<file path="src/rtl/dcm_lock_sequencer_pkg.sv">
// Shared definitions for the DCM lock sequencer: state encodings seen on the
// status readback port and the retry counter width.
package dcm_lock_sequencer_pkg;

    localparam int RETRY_BITS = 4;
    localparam int STATE_BITS = 3;

    typedef enum logic [STATE_BITS-1:0] {
        ST_RST_ASSERT = 3'd0,
        ST_WAIT_LOCK  = 3'd1,
        ST_STABLE     = 3'd2,
        ST_RUN        = 3'd3,
        ST_FAULT      = 3'd4
    } seq_state_t;

    // DCM RST is held in both the deliberate reset window and the parked fault state.
    function automatic logic drives_dcm_rst(input seq_state_t s);
        return (s == ST_RST_ASSERT) || (s == ST_FAULT);
    endfunction

endpackage

</file>
<file path="src/rtl/dcm_lock_sequencer_if.sv">
// Control/status bundle between the lock sequencer and the board-level
// clocking logic (DCM RST/LOCKED, BUFGCE enable, status readback).
interface dcm_lock_sequencer_if
    import dcm_lock_sequencer_pkg::*;
#(
    parameter int NUM_DCM = 2
);
    logic                  restart;
    logic [NUM_DCM-1:0]    dcm_locked;
    logic                  dcm_rst;
    logic                  clk_ready;
    logic                  lock_fault;
    logic [RETRY_BITS-1:0] retry_count;
    logic [STATE_BITS-1:0] state;

    modport master (
        input  restart,
        input  dcm_locked,
        output dcm_rst,
        output clk_ready,
        output lock_fault,
        output retry_count,
        output state
    );

    modport slave (
        output restart,
        output dcm_locked,
        input  dcm_rst,
        input  clk_ready,
        input  lock_fault,
        input  retry_count,
        input  state
    );
endinterface

</file>
<file path="src/rtl/dcm_lock_sequencer_sync_2ff.sv">
// Two-flop synchroniser for one asynchronous LOCKED bit; clears to 0 so a
// reset never reports a lock that has not been re-observed.
module dcm_lock_sequencer_sync_2ff (
    input  logic clk,
    input  logic reset_n,
    input  logic d,
    output logic q
);
    logic meta_reg;
    logic sync_reg;

    always_ff @(posedge clk or negedge reset_n) begin
        if (!reset_n) begin
            meta_reg <= 1'b0;
            sync_reg <= 1'b0;
        end else begin
            meta_reg <= d;
            sync_reg <= meta_reg;
        end
    end

    assign q = sync_reg;
endmodule

</file>
<file path="src/rtl/dcm_lock_sequencer.sv">
// Supervises the DCM_SP clock generators: pulses RST, waits for and qualifies
// LOCKED, raises clk_ready, and retries a bounded number of times before parking.
module dcm_lock_sequencer
    import dcm_lock_sequencer_pkg::*;
#(
    parameter int NUM_DCM       = 2,
    parameter int CNT_BITS      = 20,
    parameter int RST_CYCLES    = 4,
    parameter int LOCK_TIMEOUT  = 320000,
    parameter int STABLE_CYCLES = 1024,
    parameter int MAX_RETRIES   = 3
) (
    input  logic                        clk,
    input  logic                        reset_n,
    dcm_lock_sequencer_if.master        bus
);
    localparam logic [CNT_BITS-1:0]   RST_LAST     = CNT_BITS'(RST_CYCLES - 1);
    localparam logic [CNT_BITS-1:0]   TIMEOUT_LAST = CNT_BITS'(LOCK_TIMEOUT - 1);
    localparam logic [CNT_BITS-1:0]   STABLE_LAST  = CNT_BITS'(STABLE_CYCLES - 1);
    localparam logic [RETRY_BITS-1:0] RETRY_LIMIT  = RETRY_BITS'(MAX_RETRIES);

    logic [NUM_DCM-1:0] locked_sync;
    logic               locked_s;

    genvar gi;
    generate
        for (gi = 0; gi < NUM_DCM; gi++) begin : g_sync
            dcm_lock_sequencer_sync_2ff u_sync (
                .clk     (clk),
                .reset_n (reset_n),
                .d       (bus.dcm_locked[gi]),
                .q       (locked_sync[gi])
            );
        end
    endgenerate

    assign locked_s = &locked_sync;

    seq_state_t            state_reg,       state_next;
    logic [CNT_BITS-1:0]   counter_reg,     counter_next;
    logic [RETRY_BITS-1:0] retry_count_reg, retry_count_next;
    logic                  dcm_rst_reg,     dcm_rst_next;
    logic                  clk_ready_reg,   clk_ready_next;
    logic                  lock_fault_reg,  lock_fault_next;
    logic                  retry_req;

    always_comb begin
        state_next       = state_reg;
        retry_count_next = retry_count_reg;
        retry_req        = 1'b0;

        if (bus.restart) begin
            state_next       = ST_RST_ASSERT;
            retry_count_next = '0;
        end else begin
            // Lock loss is tested before terminal count so it wins a same-cycle tie.
            case (state_reg)
                ST_RST_ASSERT: begin
                    if (counter_reg == RST_LAST)
                        state_next = ST_WAIT_LOCK;
                end
                ST_WAIT_LOCK: begin
                    if (locked_s)
                        state_next = ST_STABLE;
                    else if (counter_reg == TIMEOUT_LAST)
                        retry_req = 1'b1;
                end
                ST_STABLE: begin
                    if (!locked_s)
                        retry_req = 1'b1;
                    else if (counter_reg == STABLE_LAST)
                        state_next = ST_RUN;
                end
                ST_RUN: begin
                    if (!locked_s)
                        retry_req = 1'b1;
                end
                ST_FAULT: begin
                    state_next = ST_FAULT;
                end
                default: begin
                    state_next = ST_RST_ASSERT;
                end
            endcase

            if (retry_req) begin
                if (retry_count_reg == RETRY_LIMIT) begin
                    state_next = ST_FAULT;
                end else begin
                    state_next       = ST_RST_ASSERT;
                    retry_count_next = retry_count_reg + RETRY_BITS'(1);
                end
            end
        end

        counter_next = (bus.restart || (state_next != state_reg)) ?
                       '0 : counter_reg + CNT_BITS'(1);

        // Outputs are decoded from the next state so each one lands in its own flop.
        dcm_rst_next    = drives_dcm_rst(state_next);
        clk_ready_next  = (state_next == ST_RUN);
        lock_fault_next = (state_next == ST_FAULT);
    end

    always_ff @(posedge clk or negedge reset_n) begin
        if (!reset_n) begin
            state_reg       <= ST_RST_ASSERT;
            counter_reg     <= '0;
            retry_count_reg <= '0;
            dcm_rst_reg     <= 1'b1;
            clk_ready_reg   <= 1'b0;
            lock_fault_reg  <= 1'b0;
        end else begin
            state_reg       <= state_next;
            counter_reg     <= counter_next;
            retry_count_reg <= retry_count_next;
            dcm_rst_reg     <= dcm_rst_next;
            clk_ready_reg   <= clk_ready_next;
            lock_fault_reg  <= lock_fault_next;
        end
    end

    assign bus.dcm_rst     = dcm_rst_reg;
    assign bus.clk_ready   = clk_ready_reg;
    assign bus.lock_fault  = lock_fault_reg;
    assign bus.retry_count = retry_count_reg;
    assign bus.state       = state_reg;

endmodule

</file>
<file path="src/flat_wrapper.sv">
// flat-port wrapper written by rule: the top's interface ports become plain ports
module dcm_lock_sequencer_flat import dcm_lock_sequencer_pkg::*;
#(
    parameter int NUM_DCM       = 2,
    parameter int CNT_BITS      = 20,
    parameter int RST_CYCLES    = 4,
    parameter int LOCK_TIMEOUT  = 320000,
    parameter int STABLE_CYCLES = 1024,
    parameter int MAX_RETRIES   = 3
)
  (clk, reset_n, bus_restart, bus_dcm_locked, bus_dcm_rst, bus_clk_ready, bus_lock_fault, bus_retry_count, bus_state);
  dcm_lock_sequencer_if #(.NUM_DCM(NUM_DCM)) bus_i ();
  input  logic clk;
  input  logic reset_n;
  input wire logic [$bits(bus_i.restart)-1:0] bus_restart;
  input wire logic [$bits(bus_i.dcm_locked)-1:0] bus_dcm_locked;
  output wire logic [$bits(bus_i.dcm_rst)-1:0] bus_dcm_rst;
  output wire logic [$bits(bus_i.clk_ready)-1:0] bus_clk_ready;
  output wire logic [$bits(bus_i.lock_fault)-1:0] bus_lock_fault;
  output wire logic [$bits(bus_i.retry_count)-1:0] bus_retry_count;
  output wire logic [$bits(bus_i.state)-1:0] bus_state;
  assign bus_i.restart = bus_restart;
  assign bus_i.dcm_locked = bus_dcm_locked;
  assign bus_dcm_rst = bus_i.dcm_rst;
  assign bus_clk_ready = bus_i.clk_ready;
  assign bus_lock_fault = bus_i.lock_fault;
  assign bus_retry_count = bus_i.retry_count;
  assign bus_state = bus_i.state;
  dcm_lock_sequencer #(.NUM_DCM(NUM_DCM), .CNT_BITS(CNT_BITS), .RST_CYCLES(RST_CYCLES), .LOCK_TIMEOUT(LOCK_TIMEOUT), .STABLE_CYCLES(STABLE_CYCLES), .MAX_RETRIES(MAX_RETRIES)) u_core (.clk(clk), .reset_n(reset_n), .bus(bus_i));
endmodule
</file>
<file path="config.mk">
export PLATFORM = sky130hd
export DESIGN_NAME = dcm_lock_sequencer_flat
export DESIGN_NICKNAME = d
export VERILOG_FILES = /design/src/rtl/dcm_lock_sequencer_pkg.sv /design/src/rtl/dcm_lock_sequencer_if.sv /design/src/rtl/dcm_lock_sequencer_sync_2ff.sv /design/src/rtl/dcm_lock_sequencer.sv /design/src/flat_wrapper.sv
export SDC_FILE = /design/constraint.sdc
export NUM_CORES = 1
export LEC_CHECK = 0
export ABC_AREA = 1
export CORE_MARGIN = 2
export CORE_UTILIZATION = 52
export CTS_CLUSTER_DIAMETER = 40
export DETAILED_ROUTE_END_ITERATION = 10
export PLACE_DENSITY = 0.75
export SLEW_MARGIN = 10
export SYNTH_ARGS = -nofsm -noshare
export SYNTH_HDL_FRONTEND = slang
export SYNTH_SLANG_ARGS = --single-unit
</file>
<file path="constraint.sdc">
create_clock -name clk -period 1.6 [get_ports clk]
set_input_delay 0.16 -clock clk [delete_from_list [all_inputs] [get_ports clk]]
set_output_delay 0.16 -clock clk [all_outputs]
set_load 0.01 [all_outputs]
</file>
==> qor.yml, run 1 <==
outcome:
  outcome: "complete, but fails checks"
  violations: "setup timing"
timing:
  max_slew_margin: 0.723
  setup_viol: 25
  worst_slack_ps: -205
  setup-tns-final_ps: -4010
  tightest_slew_ps: 415
  finalMaxSlewViolations: 0
  min_period_over_period: 1.13
  fin_crit_ps: 1810
  fmax_ghz: 0.554
  rsz0062_at_grt: "yes"
  finClkSkew_ps: 6.88
  hold_viol: 0
synth:
  yosysWarnings: 0
  seq_area_frac_synth: 0.441
  synthCells: 217
  ys_types: 26
  synth.area.top_cells: "dfrtp_1 43%, nor3_2 11%, nor2_1 6.8%"
  synth_fp_nets: 224
  synth_area_leader_cell: "dfrtp_1"
  synth_seq_cells: 34
  synth_area_um2: 1930
  yosysTopAreaCellShare: 0.427
  postSynthAreaPerCell_um2: 8.90
die:
  die_y_um: 65.0
  boundaryPins: 15
  core_um2: 3610
  initial_core_util: 0.536
  fp.dieArea_um2: 4220
  die_w_um: 65.0
  rows: 22
pwr:
  powerDensity_nw_per_um2: 714
  p_total_mw: 1.96
  p_sw_frac: 0.269
  pwr-share-seq: 0.467
  clkPwrFrac: 0.332
  peakVddDrop_mv: 0.617
  comb_power_share: 0.201
  p_switching_mw: 0.526
  intPower_mw: 1.43
  leakage_nw: 1.29
clock_network:
  root_buffer: "clkbuf_8"
  clk_latency_ps: 290
  ctsHtreeMaxLevel: 2
  cts_buffers: 5
  clk_pin_slew_ps: 70
  cts_buffer_depth: 2
  holdBufCountCts: 0
  clock-sinks: 34
  cts_tree: "built"
critical_path:
  crit_type: "reg -> reg"
  crit_arrival_ps: 2020
  crit_path_end_kind: "register"
  cp_top_family: "simple AND/OR/NAND/NOR gates"
  cp.required_ps: 1820
  cp-start-kind: "register"
  crit_fanout: 10
  path_cells: "ha_4 > nand3_4 > nor2_4 > nand3_2 > nand2_4 > nand2_4 > nand2_2 > nand3_2 > nand2_2 > nand3_4 > clkbuf_16 > nor3_2"
  worst_path_max_delay_cell: "dfrtp_1"
  cp_num_buf_inv: 1
  cpPeakStageDelay_ps: 400
finish:
  areaGrowthSynthToFinish_pct: 42.0
  final_core_util: 0.761
  diodes: 0
  drive_above_1_share: 0.388
  final_cell_mix: "50 x buf_4, 32 x nand2_1, 32 x dfrtp_1"
  fin_nets: 297
  final_common_cell: "buf_4"
  largest_reg_flops: 20
route:
  firstDrtPassIters: 4
  drt_iter0_drc: 80
  vias_per_cell: 5.06
  wl_um: 4590
  final_antenna_net_count: 0
  vias: 1714
  route.detailed.drc: 0
  wl_per_cell_um: 13.6
global_routing:
  grt.total_usage: 0.244
  grt.overflow.total: 0
  grt_pass1_wl_um: 7820
  antenna_found_initial: 0
  grt_max_degree: 35
  grt_pass1_vias: 1785
placement:
  gp_congestion: 0.876
  hpwl_um: 2980
  portBuffers: 14
hold_path:
  hold_class: "in -> async"
flow_run:
  maxCapViolations: 0
==> through the flow <==
step	hold WS (ps)	setup slack, ps	cells	cell area (um^2)
after floorplan	-136	-25.8	217	1950
after global placement	337	-134	322	2480
after detailed placement	340	-150	322	2480
after CTS	291	-131	333	2610
after global routing	318	-348	339	2740
final	277	-205	339	2740
==> metal layers <==
layer	global-route usage	vias up	wire [um]
met5	0	-	0
met4	0.0957	0	116
met3	0.0608	11	144
met2	0.411	39	2450
met1	0.298	824	1880
li1	-	840	-
==> kinds of logic after synthesis <==
kind of cell / after synthesis / synth area share
buf+inv: 32 / 0.0777
fa+ha+maj: 2 / 0.0130
simple gates: 120 / 0.358
xor+xnor: 17 / 0.0771
compound gates: 12 / 0.0330
flops: 34 / 0.441
==> worst register-to-register path, cell delays in order, from the launching register on <==
cell and delay, ps:
dfrtp_1 400, ha_4 190, nand3_4 90, nor2_4 140, nand3_2 90, nand2_4 100, nand2_4 60, nand2_2 70
nand3_2 80, nand2_2 80, nand3_4 110, clkbuf_16 210, nor3_2 100
==> power groups by stage <==
stage	clock (mW)	combinational, mW	sequential [mW]
after floorplan	0	0.166	0.932
after global placement	0	0.284	0.928
after detailed placement	0	0.289	0.930
after CTS	0.658	0.316	0.913
after global routing	0.706	0.423	0.917
final	0.651	0.393	0.915
==> repair_timing <==
action                                  in CTS  in global routing
pin swaps                                    2                  5
gates cloned                                 0                  2
buffers inserted                             3                  4
resized for setup                            6                 17
endpoints found under the setup margin      21                 27
==> worst paths after layout <==
kind                            depth (start not counted)                          endpoint                        startpoint  slack (ps)
worst max-delay path                                   12            u_core.counter_reg[17]             u_core.counter_reg[1]        -210
worst min-delay path                                    2            u_core.counter_reg[12]                           reset_n         280
worst max register to register                         12            u_core.counter_reg[17]             u_core.counter_reg[1]        -210
worst min register to register                          0         u_core.g_sync[0].u_sync.q  u_core.g_sync[0].u_sync.meta_reg         350
max in group asynchronous                               2                u_core.bus.dcm_rst                           reset_n         990
min in group clk                                        1  u_core.g_sync[0].u_sync.meta_reg                 bus_dcm_locked[0]         310
==> area by class of cell <==
| type | count | area (um^2) |
|---|---|---|
| Multi-Input combinational cell | 151 | 1000 |
| Fill cell | 245 | 863 |
| Sequential cell | 34 | 853 |
| Timing Repair Buffer | 70 | 628 |
| Inverter | 28 | 105 |
| Clock buffer | 7 | 86.3 |
| Tap cell | 48 | 60.1 |
| Clock inverter | 1 | 5.00 |
==> synthesized netlist by cell type, drive strengths merged <==
cell type,n
a21oi,3
and3,1
buf,4
dfrtp,33
dfstp,1
ha,2
inv,28
nand2,39
nand3,15
nand4,6
nor2,36
nor3,22
o211ai,1
o21ai,7
o22ai,1
or2,1
xnor2,4
xor2,13
Note: power is estimated with default switching activity, not from simulation.
==> inputs of run 2 (changes only) <==
--- a/config.mk
+++ b/config.mk
@@ -7,10 +7,12 @@
 export LEC_CHECK = 0
 export ABC_AREA = 1
 export CORE_MARGIN = 2
-export CORE_UTILIZATION = 52
+export CORE_UTILIZATION = 54
+export CTS_BUF_LIST = sky130_fd_sc_hd__clkbuf_4
 export CTS_CLUSTER_DIAMETER = 40
 export DETAILED_ROUTE_END_ITERATION = 10
-export PLACE_DENSITY = 0.75
+export PLACE_DENSITY = 0.78
+export REMOVE_ABC_BUFFERS = 1
 export SLEW_MARGIN = 10
 export SYNTH_ARGS = -nofsm -noshare
 export SYNTH_HDL_FRONTEND = slang
==> run 2 against run 1 <==
  * The run still ends with setup timing left
  * Sequential power about the same
  * Cell area decreased by 3.9%
  * Sequential cell count unchanged
  * Die area decreased by 3.5%
  * Critical endpoint is now u_core.counter_reg[10]
  * Combinational power decreased by 10%
  * Largest cell class unchanged
  * Power decreased by 12%
  * Cell count decreased by 2.1%
  * Sequential share of layout area increased by 1.2 points
==> qor.yml, run 2 (synthesized netlist as in run 1, its figures left out) <==
finish:
  final_common_cell: "buf_4"
  design_area_um2: 2640
  largest_reg_flops: 20
  drive_above_1_share: 0.360
  final_cell_mix: "46 x buf_4, 33 x dfrtp_1, 32 x nand2_1"
  areaGrowthSynthToFinish_pct: 36.4
  final_core_util: 0.777
  fin_nets: 292
  finalNonFillerCells: 332
  diodes: 0
  fillerInstances: 221
pwr:
  intPower_mw: 1.24
  comb_power_share: 0.204
  p_sw_frac: 0.283
  pwr-share-seq: 0.528
  powerDensity_nw_per_um2: 656
  leakage_nw: 1.27
  p_total_mw: 1.73
  peakVddDrop_mv: 0.603
  clkPwrFrac: 0.268
  p_switching_mw: 0.489
timing:
  tightest_slew_ps: 417
  hold_viol: 0
  fmax_ghz: 0.558
  rsz0062_at_grt: "yes"
  hold_ws_ps: 220
  finClkSkew_ps: 4.52
  setup_viol: 22
  fin_crit_ps: 1790
  finalMaxSlewViolations: 0
  max_slew_margin: 0.722
  min_period_over_period: 1.12
  worst_slack_ps: -192
clock_network:
  ctsHtreeMaxLevel: 2
  cts_buffers: 5
  root_buffer: "clkbuf_4"
  clk_latency_ps: 340
  cts_tree: "built"
  clock-sinks: 34
  cts_buffer_depth: 2
  clk_pin_slew_ps: 100
critical_path:
  ff2ff_path_depth: 12
  cp_top_family: "simple AND/OR/NAND/NOR gates"
  cp_num_buf_inv: 1
  crit_path_end_kind: "register"
  cp.required_ps: 1870
  crit_fanout: 10
  cpPeakStageDelay_ps: 410
  worst_path_max_delay_cell: "dfrtp_1"
  r2r-end: "u_core.counter_reg[10]"
  cp-start-kind: "register"
  reg2reg_from: "u_core.counter_reg[1]"
  timing.reg2reg.setup_slack_ps: -190
  crit_arrival_ps: 2060
  crit_type: "reg -> reg"
  path_cells: "ha_4 > nand3_4 > nor2_4 > nand3_2 > nand2_4 > nand2_4 > nand2_2 > nand3_2 > nand2_2 > nand3_4 > clkbuf_16 > nor3_2"
route:
  route.detailed.drc: 0
  wl_um: 4120
  wl_per_cell_um: 12.4
  firstDrtPassIters: 4
  vias_per_cell: 4.95
  final_antenna_net_count: 0
  vias: 1643
  drt_iter0_drc: 61
global_routing:
  grt_pass1_vias: 1696
  grt.overflow.total: 0
  grt_max_degree: 35
  grt_pass1_wl_um: 7250
  grt.total_usage: 0.229
  gr-usage-met2: 0.395
  top_usage_layer: "met2"
  grt_util_met3: 0.0528
  antenna_found_initial: 0
  use_met1: 0.287
die:
  fp.dieArea_um2: 4070
  die_y_um: 63.8
  core_um2: 3390
  rows: 21
  die_w_um: 63.8
  initial_core_util: 0.570
  boundaryPins: 15
outcome:
  outcome: "complete, but fails checks"
  violations: "setup timing"
placement:
  gp_congestion: 0.835
  postPlaceCellArea_um2: 2440
  place_inst: 317
  portBuffers: 14
  hpwl_um: 2980
hold_path:
  hold_class: "in -> async"
flow_run:
  maxCapViolations: 0
==> run 2: cell count changes in the layout (fill, tap and decap cells not counted), sizes merged <==
cell	before	now
buf	54	50
clkbuf	9	7
clkdlybuf4s50	14	11
clkinv	1	2
dlygate4sd2	0	1
dlymetal6s2s	0	2
==> run 2: worst reg2reg max path: stages (launching register included) <==
cell and delay, ps:
dfrtp_1 410, ha_4 180, nand3_4 90, nor2_4 140
nand3_2 110, nand2_4 100, nand2_4 60, nand2_2 70
nand3_2 80, nand2_2 90, nand3_4 90, clkbuf_16 190
nor3_2 110
==> run 2: layout make-up <==
class	instances	area, um^2	area share
Clock buffer	6	45.0	0.0171
Tap cell	46	57.6	0.0218
Clock inverter	2	8.76	0.00332
Timing Repair Buffer	65	577	0.219
Multi-Input combinational cell	151	990	0.376
Inverter	28	105	0.0399
Sequential cell	34	852	0.323
==> run 2: routing by layer <==
| metal | up-vias | part of all wire |
|---|---|---|
| met5 | - | 0 |
| met4 | 0 | 0.018 |
| met3 | 10 | 0.024 |
| met2 | 24 | 0.51 |
| met1 | 777 | 0.45 |
| li1 | 832 | - |
==> run 2: worst max-delay path by stage <==
stage	depth (start not counted)	endpoint	startpoint
after global placement	12	u_core.counter_reg[8]	u_core.counter_reg[0]
after floorplan	10	u_core.counter_reg[10]	u_core.counter_reg[0]
final	12	u_core.counter_reg[10]	u_core.counter_reg[1]
after CTS	12	u_core.counter_reg[1]	u_core.counter_reg[0]
after global routing	12	u_core.counter_reg[12]	u_core.counter_reg[1]
after detailed placement	12	u_core.counter_reg[1]	u_core.counter_reg[1]
==> run 2: power by group through the flow <==
| stage | combinational, mW | clock (mW) | sequential, mW |
|---|---|---|---|
| after floorplan | 0.133 | 0 | 0.927 |
| after global placement | 0.277 | 0 | 0.921 |
| after detailed placement | 0.286 | 0 | 0.923 |
| after CTS | 0.303 | 0.486 | 0.911 |
| after global routing | 0.387 | 0.526 | 0.915 |
| final | 0.353 | 0.463 | 0.912 |
==> run 2: timing repair <==
| item | 4_1_cts | 5_1_grt |
|---|---|---|
| gates cloned | 0 | 1 |
| setup buffers | 2 | 4 |
| endpoints found under the setup margin | 24 | 28 |
| hold buffers | 0 | 0 |
| pin swaps | 1 | 1 |
| resized for setup | 5 | 17 |
==> run 2: per-stage QoR <==
step	worst slack, ps	setup TNS, ps
final	-192	-3470
after CTS	-161	-2800
after floorplan	-523	-10420
after detailed placement	-204	-3690
after global placement	-129	-2400
after global routing	-311	-6450
